### config.mk
export PLATFORM = sky130hd
export DESIGN_NAME = boot_ctrl
export DESIGN_NICKNAME = d
export VERILOG_FILES = /design/src/rtl/bf_pkg.sv /design/src/rtl/boot_ctrl_idle_timer.sv /design/src/rtl/boot_ctrl.sv
export SDC_FILE = /design/constraint.sdc
export NUM_CORES = 1
export LEC_CHECK = 0
export BUFFER_PORTS_ARGS = -buffer_cell sky130_fd_sc_hd__buf_2
export CAP_MARGIN = 0
export CORE_MARGIN = 2
export CORE_UTILIZATION = 50
export DETAILED_ROUTE_END_ITERATION = 7
export PLACE_DENSITY = 0.77
export RECOVER_POWER = 25
export SYNTH_ARGS = -nofsm -noshare
export SYNTH_HDL_FRONTEND = slang
export SYNTH_HIERARCHICAL = 1
export SYNTH_SLANG_ARGS = --single-unit
### constraint.sdc
create_clock -name clk -period 5.4 [get_ports clk]
set_input_delay 0.54 -clock clk [delete_from_list [all_inputs] [get_ports clk]]
set_output_delay 0.54 -clock clk [all_outputs]
set_load 0.1 [all_outputs]
### src/rtl/bf_pkg.sv
// bf_pkg: shared state encoding and default parameters for the boot controller
package bf_pkg;
    localparam int addr_size_default    = 9;
    localparam int idle_timeout_default = 1000;
    typedef enum logic [1:0] {IDLE, LOAD, FILL, RUN} state_t;
endpackage

### src/rtl/boot_ctrl_idle_timer.sv
// idle_timer: saturating idle counter; done flags the edge on which it reaches the limit
module idle_timer #(
    parameter int limit = 1000,
    localparam int cw = $clog2(limit + 1)
) (
    input  logic clk,
    input  logic reset,
    input  logic clear,
    input  logic enable,
    output logic done
);
    logic [cw-1:0] cnt;
    always_ff @(posedge clk)
        if (reset || clear) cnt <= '0;
        else if (enable && cnt != cw'(limit)) cnt <= cnt + 1'b1;
    // done fires one edge early so the exit edge is the one that completes the count
    assign done = enable && ({1'b0, cnt} + 1'b1 >= (cw + 1)'(limit));
endmodule

### src/rtl/boot_ctrl.sv
// boot_ctrl: sequences program load, zero-fill of the RAM tail and CPU release
module boot_ctrl
    import bf_pkg::*;
#(
    parameter int addrSize    = addr_size_default,
    parameter int idleTimeout = idle_timeout_default
) (
    input  logic                clk,
    input  logic                reset,
    input  logic                load_req,
    input  logic                new_data,
    input  logic                ld_write_rq,
    input  logic [addrSize-1:0] ld_addr,
    input  logic [7:0]          ld_data,
    input  logic [addrSize-1:0] cpu_addr,
    output logic                ram_we,
    output logic [addrSize-1:0] ram_addr,
    output logic [7:0]          ram_wdata,
    output logic                loader_reset,
    output logic                cpu_reset,
    output logic                busy
);
    state_t state, state_nx;
    logic seen, seen_nx, timeout;
    logic [addrSize-1:0] ptr, ptr_nx;
    idle_timer #(.limit(idleTimeout)) u_timer (
        .clk(clk),
        .reset(reset),
        .clear(state != LOAD || new_data),
        .enable(state == LOAD && seen && !new_data),
        .done(timeout)
    );
    always_ff @(posedge clk)
        if (reset) begin
            state <= IDLE;
            seen  <= 1'b0;
            ptr   <= '0;
        end else begin
            state <= state_nx;
            seen  <= seen_nx;
            ptr   <= ptr_nx;
        end
    always_comb begin
        state_nx     = state;
        seen_nx      = 1'b0;
        ptr_nx       = ptr;
        ram_we       = 1'b0;
        ram_addr     = '0;
        ram_wdata    = '0;
        loader_reset = 1'b1;
        cpu_reset    = 1'b1;
        case (state)
            IDLE: state_nx = load_req ? LOAD : IDLE;
            LOAD: begin
                loader_reset = 1'b0;
                ram_we       = ld_write_rq;
                ram_addr     = ld_addr;
                ram_wdata    = ld_data;
                seen_nx      = seen | new_data;
                ptr_nx       = ld_addr;
                state_nx     = (seen && timeout) ? FILL : LOAD;
            end
            FILL: begin
                ram_we   = 1'b1;
                ram_addr = ptr;
                ptr_nx   = ptr + 1'b1;
                state_nx = (&ptr) ? RUN : FILL;
            end
            RUN: begin
                cpu_reset = 1'b0;
                ram_addr  = cpu_addr;
                state_nx  = load_req ? LOAD : RUN;
            end
            default: state_nx = IDLE;
        endcase
        // reset overrides the current state so nothing leaks out before the state register clears
        if (reset) begin
            ram_we       = 1'b0;
            ram_addr     = '0;
            ram_wdata    = '0;
            loader_reset = 1'b1;
            cpu_reset    = 1'b1;
        end
        busy = reset || state != RUN;
    end
endmodule

==> results of run 1 <==
[registers in the layout (all words and copies together) (netlist names)]
signal       cells
u_timer/cnt     10
ptr              9
state            2
seen             1
[routing by layer]
metal	track usage, %	vias to the layer above	share of wire [%]
li1	-	800	-
met1	30.8	701	48
met2	33.7	45	46
met3	2.60	2	5.4
met4	6.67	0	0.53
met5	0	-	0
[tightest hold or removal path, delay by kind of cell]
family | cells | cell delay (ns)
buffers and inverters | 1 | 0.09
and+or+nand+nor | 2 | 0.10
[worst max-delay path by stage]
stage                               to  slack [ns]  cells after the start  startpoint
final                      ram_addr[8]        2.53                      5    state[0]
after global routing       ram_addr[7]        2.34                      5    state[0]
after CTS                 ram_wdata[3]        2.50                      5    state[1]
after detailed placement  ram_wdata[3]        2.87                      5    state[1]
after global placement     ram_addr[7]        2.89                      5    state[0]
after floorplan            ram_addr[4]        2.30                      5    state[0]
[cell usage after synthesis (all sizes together), types with 2 or more instances]
cell,n
mux2i,3
clkbuf,6
a222oi,7
nand4,4
or2,2
a31oi,4
nand2,14
and3,2
dfxtp,22
a211oi,5
and2,8
ha,8
nor2,27
nor3,3
nor2b,6
buf,5
inv,14
nand2b,3
a21oi,9
nand3,6
o21ai,4
a21o,2
a221oi,2
a22oi,3
xnor2,5
[cell families after synthesis]
| kind of cell | count (synthesis) | share of synthesized area [%] |
|---|---|---|
| muxes | 3 | 1.91 |
| adders and majority gates | 9 | 7.09 |
| and+or+nand+nor | 84 | 29.5 |
| AOI/OAI and AO/OA | 47 | 23.2 |
| DFF | 22 | 28.0 |
| xor gates and xnor gates | 6 | 3.34 |
| buffers and inverters | 25 | 6.93 |
[power by group]
part / total [uW] / leakage, uW / switching (uW) / internal (uW)
Combinational: 75.7 / 0.000513 / 51.4 / 24.3
Clock: 93.7 / 0.0000210 / 52.5 / 41.2
Sequential: 177 / 0.000179 / 8.62 / 169
Total: 347 / 0.000713 / 113 / 234
[metrics by stage]
| stage | hold WS [ns] | area [sq um] |
|---|---|---|
| 6_report | 0.454 | 1840 |
| 5_1_grt | 0.453 | 1840 |
| 4_1_cts | 0.441 | 1860 |
| 3_5_place_dp | 0.499 | 1830 |
| 3_3_place_gp | 0.495 | 1830 |
| 2_1_floorplan | 0.479 | 1570 |
[cell usage in the layout, fill, tap and decap left out, drive strengths merged, types with 2 or more instances in the layout]
cell type and instances:
nor2b 6, dfxtp 22, a31oi 4, a21oi 9, inv 14, a22oi 3, xnor2 5, nand2b 3
ha 8, a21o 2, nand2 14, nor3 3, a221oi 2, a211oi 5, nand4 4, a222oi 7
nor2 27, clkbuf 4, nand3 6, or2 2, and3 2, and2 8, mux2i 3, buf 51
o21ai 4
[area by class of cell]
type                            count  area share (%)
Multi-Input combinational cell    149            54.4
Timing Repair Buffer               51            13.8
Sequential cell                    22            23.9
Tap cell                           44            2.99
Inverter                           14            2.85
Clock buffer                        4            1.97
==> metrics, run 1 <==
final wirelength=between 3000 and 4000 microns; synth unique cells=52; hold worst-path end=seen; fin nets=between 200 and 300; Seq cells post-synth=22; RSZ-0062 raised after global routing=false; CTS Buffer Depth=2; Synth async-reset ratio=0%; register area share after synthesis=roughly 28%; setup repair bufs after CTS=0; Post-synth EDFFs=0; status=complete, no violations; Port-buffer cells=51; skew final=approximately 0.0031 ns; Hold Path Class=input pin to flop; CTS resizes=0; number of global-route vias before repair=1,278; Leakage=slightly above 0.0007 uW; largest net degree at the start of global routing=30; Tcrit/Tclk final=a little over half; grt ovf=0; DRC errors left=0; top_reg_cell synth=dfxtp_1; clk_lat worst skew=between 0.3 and 0.4 ns; die area=0.00361 sq mm; DR iter-0 viols=100; Worst R2R Setup Slack=3.11 ns; chip height=around 60 microns; largest area contributor in the netlist=dfxtp_1; Area Growth Syn to Fin=17.3%; initial antenna violation count=0; Pwr per Cell Area=188 mW/mm^2; Tmin final=about 2.9 ns; crit path max-delay cell type=ha_1; utilization after layout=60.9%; Final HPWL DP=about 2700 microns; largest fanout on the critical path=29; Fillers=298; Placed Cells=280; Die X=60.1 microns; CP Data Arrival Time=~2.3 ns; Hold Crit Depth=3; first-pass GRT wire length=around 6000 microns; routed vias/inst=5.45; # setup viols final=0; routability cong.=between 0.8 and 0.9; CP cell instances=inv_1, ha_1, a222oi_1, nor2_1, buf_2; FF/Latch Area=~440 sq um; CTS Buf Count=3; Pre-antenna DRT Iters=4; crit-path max cell delay=about 0.8 ns; mean post-synth cell area=roughly 8 sq um; routed vias=approximately 1,500; Least-Margin Pin Slew=roughly 0.95 ns; Peak Freq=approximately 0.35 GHz; final setup TNS=0 ns; CP delay by family, top=adder cells; share of layout cells above drive strength 1=between 20% and 30%; row cnt=20; Core Region=slightly above 0.003 sq mm; CTS clock-pin slew for the worst setup and hold paths=0.13 ns; Setup crit start kind=flop; final worst slack=approximately 2.5 ns; relative slew slack=between 30% and 40%; Max-Cap Viols=0; Final Hold Viols=0; Avg WL per Cell=~13 microns; r2r worst-path depth=8; Post-CTS Hold Fix Bufs=0; max-slew violations=0; worst path bufs/invs=2; Pwr Total=about 350 uW; Sink Count=22; IR drop worst, VDD=0.0000927 V; r2r endpoint=u_timer/cnt[9]; Ports=between 50 and 60; worst slack, placed=around 2.9 ns; Critical Path RT=about 5 ns; worst flop-to-flop path startpoint=state[1]; starting density of the core=between 50% and 60%; root buf cell=clkbuf_4; # H-tree levels=1; Antenna Nets Post-Route=0; Cell Area, Synth=approximately 0.0016 sq mm; Synth warnings=6; Overall Global Routing Usage=between 20% and 30%; top cell type's share of synthesized area=between 20% and 30%; Synth area leaders=dfxtp_1, nor2_1, ha_1; fin cells=284; multi-input logic area=about 0.001 sq mm; syn nets=235; ant diodes=0; Cells after Synth=roughly 200; CP endpoint kind=primary output; CTS tree=built; Hold Path Origin=new_data; Worst Setup Path Type=flop to primary output
Note: power is estimated with default switching activity, not from simulation.
==> run 2, diff against run 1 <==
--- a/config.mk
+++ b/config.mk
@@ -5,12 +5,13 @@
 export SDC_FILE = /design/constraint.sdc
 export NUM_CORES = 1
 export LEC_CHECK = 0
+export ABC_AREA = 1
 export BUFFER_PORTS_ARGS = -buffer_cell sky130_fd_sc_hd__buf_2
 export CAP_MARGIN = 0
 export CORE_MARGIN = 2
 export CORE_UTILIZATION = 50
 export DETAILED_ROUTE_END_ITERATION = 7
-export PLACE_DENSITY = 0.77
+export PLACE_DENSITY = 0.76
 export RECOVER_POWER = 25
 export SYNTH_ARGS = -nofsm -noshare
 export SYNTH_HDL_FRONTEND = slang
==> constraint.sdc (replaced) <==
create_clock -name clk -period 2.98 [get_ports clk]
set_input_delay 0.298 -clock clk [delete_from_list [all_inputs] [get_ports clk]]
set_output_delay 0.298 -clock clk [all_outputs]
set_load 0.1 [all_outputs]
==> metrics, run 2 <==
Peak Freq=0.411 GHz; chip height=approximately 63 microns; Pre-antenna DRT Iters=4; final wirelength=between 4000 and 5000 microns; routed vias=just under 2,000; Post-CTS Hold Fix Bufs=0; register area share after synthesis=24.9%; Final HPWL DP=about 3100 microns; Critical Path RT=2.68 ns; CTS clock-pin slew for the worst setup and hold paths=around 0.13 ns; Tmin final=2.43 ns; Port-buffer cells=51; CTS resizes=0; Worst Setup Path Type=flop to primary output; Max-Cap Viols=0; die area=around 0.004 sq mm; fin nets=about 390; Leakage=between 0.001 and 0.0015 uW; initial antenna violation count=0; row cnt=21; setup repair bufs after CTS=0; CP Data Arrival Time=around 2.1 ns; largest fanout on the critical path=13; DRC errors left=0; final setup TNS=0 ns; skew final=around 0.0031 ns; max FFs per register=10; CTS Buffer Depth=2; Least-Margin Pin Slew=0.545 ns; CP cell instances=inv_1, ha_1, inv_1, nor3_2, buf_2; Cells after Synth=300; FF/Latch Area=440 sq um; CTS Buf Count=3; starting density of the core=approximately 53%; Final Hold Viols=0; Largest regs=u_timer/cnt (10), ptr (9), state (2); Crit path top cell by count=inv_1; crit-path max cell delay=between 0.5 and 0.6 ns; mean post-synth cell area=about 5.9 sq um; Overall Global Routing Usage=between 20% and 30%; most frequent cell after synthesis=nand2_1; most flop-heavy register=u_timer/cnt; DR iter-0 viols=126; Antenna Nets Post-Route=0; Synth warnings=6; largest area contributor in the netlist=dfxtp_1; crit path max-delay cell type=ha_1; Cell Area, Synth=between 0.0015 and 0.002 sq mm; routed vias/inst=4.91; relative slew slack=a little under two thirds; top_reg_cell synth=dfxtp_1; # H-tree levels=1; Sink Count=22; grt ovf=0; # setup viols final=0; largest net degree at the start of global routing=19; commonest non-fill, non-tap cell in the layout=nand2_1; Ports=52; synth unique cells=24; Avg WL per Cell=~11 microns; Pwr per Cell Area=313 mW/mm^2; max-slew violations=0; Tcrit/Tclk final=between 80% and 90%; Synth area leaders=dfxtp_1, nand2_1, inv_1; Pwr Total=641 uW; ant diodes=0; first-pass GRT wire length=about 7200 microns; Seq cells post-synth=22; multi-input logic area=between 0.001 and 0.0015 sq mm; Area Growth Syn to Fin=15.8%; routability cong.=about 0.86; Post-synth top cells=nand2_1, inv_1, nor2_1; Synth async-reset ratio=0%; IR drop worst, VDD=0.000236 V; CTS tree=built; RSZ-0062 raised after global routing=false; Hold Path Class=input pin to flop; syn nets=339; Die X=approximately 63 microns; top cell type's share of synthesized area=roughly a quarter; status=complete, no violations; number of global-route vias before repair=1,716; Setup crit start kind=flop; CP endpoint kind=primary output; Fillers=367; Post-synth EDFFs=0; share of layout cells above drive strength 1=19.9%; Core Region=about 0.0034 sq mm; root buf cell=clkbuf_4; most frequent cells in the layout=nand2_1, buf_2, inv_1, nor2_1, dfxtp_1; clk_lat worst skew=0.30 ns
## run 2: cells by family after synthesis
group / Yosys count / share of synthesized area [%]
and+or+nand+nor: 157 / 37.2
buffers and inverters: 59 / 14.8
AOI/OAI and AO/OA: 54 / 17.4
DFF: 22 / 24.9
adders and majority gates: 8 / 5.67
## run 2: area by class of cell
cell class | count | share of cell area [%]
inverter | 48 | 8.81
tap | 46 | 2.81
clock buffer | 4 | 1.77
multi-input combinational | 219 | 51.9
sequential | 22 | 21.5
timing repair buffer | 53 | 13.2
## run 2: path summary, 6_finish.rpt
path | start | to | slack (ns) | cells past startpoint
setup / recovery | state[0] | ram_we | 0.55 | 5
hold / removal | new_data | seen | 0.24 | 3
setup reg to reg | state[1] | u_timer/cnt[9] | 1.19 | 8
hold reg to reg | seen | seen | 0.49 | 2
## run 2: worst max-delay path: cells and delay by family (launching register included)
family / cells / cell delay (ns)
buffers and inverters: 3 / 0.73
adders and majority gates: 1 / 0.52
DFF: 1 / 0.38
and+or+nand+nor: 1 / 0.19
## run 2: layer usage
layer / wire, microns / vias up / part of all wire, % / global-route usage [%]
li1: - / 1031 / - / -
met1: 1900 / 854 / 46 / 25.7
met2: 2060 / 36 / 50 / 40.5
met3: 159 / 4 / 3.8 / 2.32
met4: 32 / 0 / 0.77 / 6.25
met5: 0 / - / 0 / 0
## run 2: power breakdown
| part | leakage, uW | internal (uW) | switching, uW |
|---|---|---|---|
| Sequential | 0.000179 | 307 | 12.5 |
| Combinational | 0.000877 | 44.4 | 108 |
| Clock | 0.0000210 | 74.5 | 93.8 |
| Total | 0.00108 | 426 | 215 |
## run 2: through the flow
step	setup slack, ns	hold WS, ns	std cells	instance area (sq um)	util (%)
after floorplan	0.654	0.446	300	1770	-
after global placement	0.962	0.467	388	2020	60.0
after detailed placement	0.908	0.469	388	2020	60.0
after CTS	0.545	0.239	392	2050	61.1
after global routing	0.394	0.264	392	2050	60.8
final	0.546	0.239	392	2050	60.8
==> run 3, diff against run 2 <==
--- a/config.mk
+++ b/config.mk
@@ -5,13 +5,13 @@
 export SDC_FILE = /design/constraint.sdc
 export NUM_CORES = 1
 export LEC_CHECK = 0
-export ABC_AREA = 1
+export ABC_AREA = 0
 export BUFFER_PORTS_ARGS = -buffer_cell sky130_fd_sc_hd__buf_2
 export CAP_MARGIN = 0
 export CORE_MARGIN = 2
 export CORE_UTILIZATION = 50
 export DETAILED_ROUTE_END_ITERATION = 7
-export PLACE_DENSITY = 0.76
+export PLACE_DENSITY = 0.77
 export RECOVER_POWER = 25
 export SYNTH_ARGS = -nofsm -noshare
 export SYNTH_HDL_FRONTEND = slang
==> constraint.sdc (replaced) <==
create_clock -name clk -period 2.5 [get_ports clk]
set_input_delay 0.25 -clock clk [delete_from_list [all_inputs] [get_ports clk]]
set_output_delay 0.25 -clock clk [all_outputs]
set_load 0.1 [all_outputs]
==> metrics, run 3 (same netlist as run 1, synthesis figures left out) <==
most flop-heavy register=u_timer/cnt; met2 Track Usage GR=around a third; RSZ-0062 raised after global routing=false; status=complete, no violations; starting density of the core=roughly half; Port-buffer cells=51; relative slew slack=roughly 46%; CP cell instances=inv_1, ha_1, or2_2, a21oi_1, buf_2; worst path bufs/invs=2; final wirelength=between 3000 and 4000 microns; chip height=60.1 microns; die area=about 0.0036 sq mm; Antenna Nets Post-Route=0; Core Region=just over 0.003 sq mm; largest fanout on the critical path=10; # setup viols final=0; Ports=52; first-pass GRT wire length=6280 microns; Least-Margin Pin Slew=0.796 ns; routed vias/inst=~5.5; r2r worst-path depth=8; Overall Global Routing Usage=22.9%; CTS resizes=0; r2r endpoint=state[0]; Sink Count=22; initial antenna violation count=0; Hold Path Origin=new_data; GR Layer Usage met3=under 10%; Setup crit start kind=flop; Pwr per Cell Area=386 mW/mm^2; Die X=roughly 60 microns; ant diodes=0; CTS Buf Count=3; CTS Buffer Depth=2; fin nets=roughly 280; Post-DP Area=0.00186 sq mm; row cnt=20; most congested layer reported by global routing=met2; fin area=0.00185 sq mm; IR drop worst, VDD=between 0.00015 and 0.0002 V; hold worst-path end=seen; worst flop-to-flop path startpoint=u_timer/cnt[0]; Hold Path Class=input pin to flop; Area Growth Syn to Fin=17.8%; utilization after layout=61.2%; grt met1 use=between 30% and 40%; Fillers=~290; Critical Path RT=about 2.3 ns; DRC errors left=0; Worst R2R Setup Slack=around 0.53 ns; Final Hold Viols=0; most frequent cells in the layout=buf_2, nor2_1, dfxtp_1, nand2_1, inv_1; Final HPWL DP=2770 microns; Hold Crit Depth=3; CP Data Arrival Time=2.01 ns; cell depth of the worst setup path=5; Post-CTS Hold Fix Bufs=0; Max-Cap Viols=0; Peak Freq=0.442 GHz; max FFs per register=10; CTS clock-pin slew for the worst setup and hold paths=approximately 0.11 ns; setup repair bufs after CTS=0; Tcrit/Tclk final=roughly nine tenths; root buf cell=clkbuf_4; CTS tree=built; crit path max-delay cell type=buf_2; Avg WL per Cell=roughly 13 microns; # H-tree levels=1; commonest non-fill, non-tap cell in the layout=buf_2; share of layout cells above drive strength 1=between 20% and 30%; skew final=just under 0.009 ns; Pre-antenna DRT Iters=5; DR iter-0 viols=around 110; routed vias=around 1,600; Leakage=a little over 0.0007 uW; largest net degree at the start of global routing=30; Largest regs=u_timer/cnt (10), ptr (9), state (2); Worst Setup Path Type=flop to primary output; max-slew violations=0; CP endpoint kind=primary output; hold_ws=roughly 0.15 ns; crit-path max cell delay=~0.44 ns; clk_lat worst skew=0.31 ns; number of global-route vias before repair=roughly 1,400; Tmin final=2.26 ns; CP delay by family, top=buffers and inverters; routability cong.=~0.91; grt ovf=0
[run 3: cell count changes in the layout (fill, tap and decap cells not counted), moves of 4 or more]
cell	delta
and2_1	+8
a222oi_1	+7
nor2b_1	+6
o21ai_0	-17
nor2_2	-4
a211oi_1	+5
nand3_1	-14
xnor2_1	+5
o211ai_1	-4
a21oi_1	-8
inv_1	-35
nor2_1	-12
nand2_1	-73
[run 3: layer usage]
metal  vias to the layer above  wire length (microns)
li1                        805                      -
met1                       714                   1740
met2                        52                   1690
met3                         4                    238
met4                         0                     42
met5                         -                      0
[run 3: power breakdown]
part           leakage (uW)  switching (uW)  internal (uW)  total, uW
clock             0.0000138             109           56.4        166
combinational      0.000526             112           53.8        166
sequential         0.000179            18.5            364        382
total              0.000719             240            474        714
[run 3: through the flow]
stage | instances | TNS (ns) | power, uW | setup slack (ns)
2_1_floorplan | 196 | -1.38 | 507 | -0.309
3_3_place_gp | 284 | 0 | 555 | 0.620
3_5_place_dp | 284 | 0 | 557 | 0.555
4_1_cts | 287 | 0 | 723 | 0.238
5_1_grt | 287 | 0 | 756 | 0.112
6_report | 287 | 0 | 715 | 0.239
[run 3: how the worst max path moves through the flow]
| stage | start | end |
|---|---|---|
| CTS | state[0] | ram_addr[7] |
| detailed placement | u_timer/cnt[1] | state[0] |
| global placement | u_timer/cnt[0] | state[0] |
| floorplan | state[0] | ram_addr[4] |
| finish | state[0] | ram_addr[4] |
| global route | state[0] | ram_addr[7] |
[run 3: area by class of cell]
type | instances | area, sq um | area share, %
repair buffers | 55 | 278 | 15.0
flip-flops and latches | 22 | 440 | 23.8
well taps | 44 | 55.1 | 2.97
inverters | 14 | 52.6 | 2.84
clock buffers | 3 | 22.5 | 1.22
multi-input cells | 149 | 1000 | 54.2
[run 3: tightest hold or removal path, delay by kind of cell]
kind / cells / cell delay [ns]
buffers and inverters: 1 / 0.09
AND/OR/NAND/NOR: 2 / 0.09
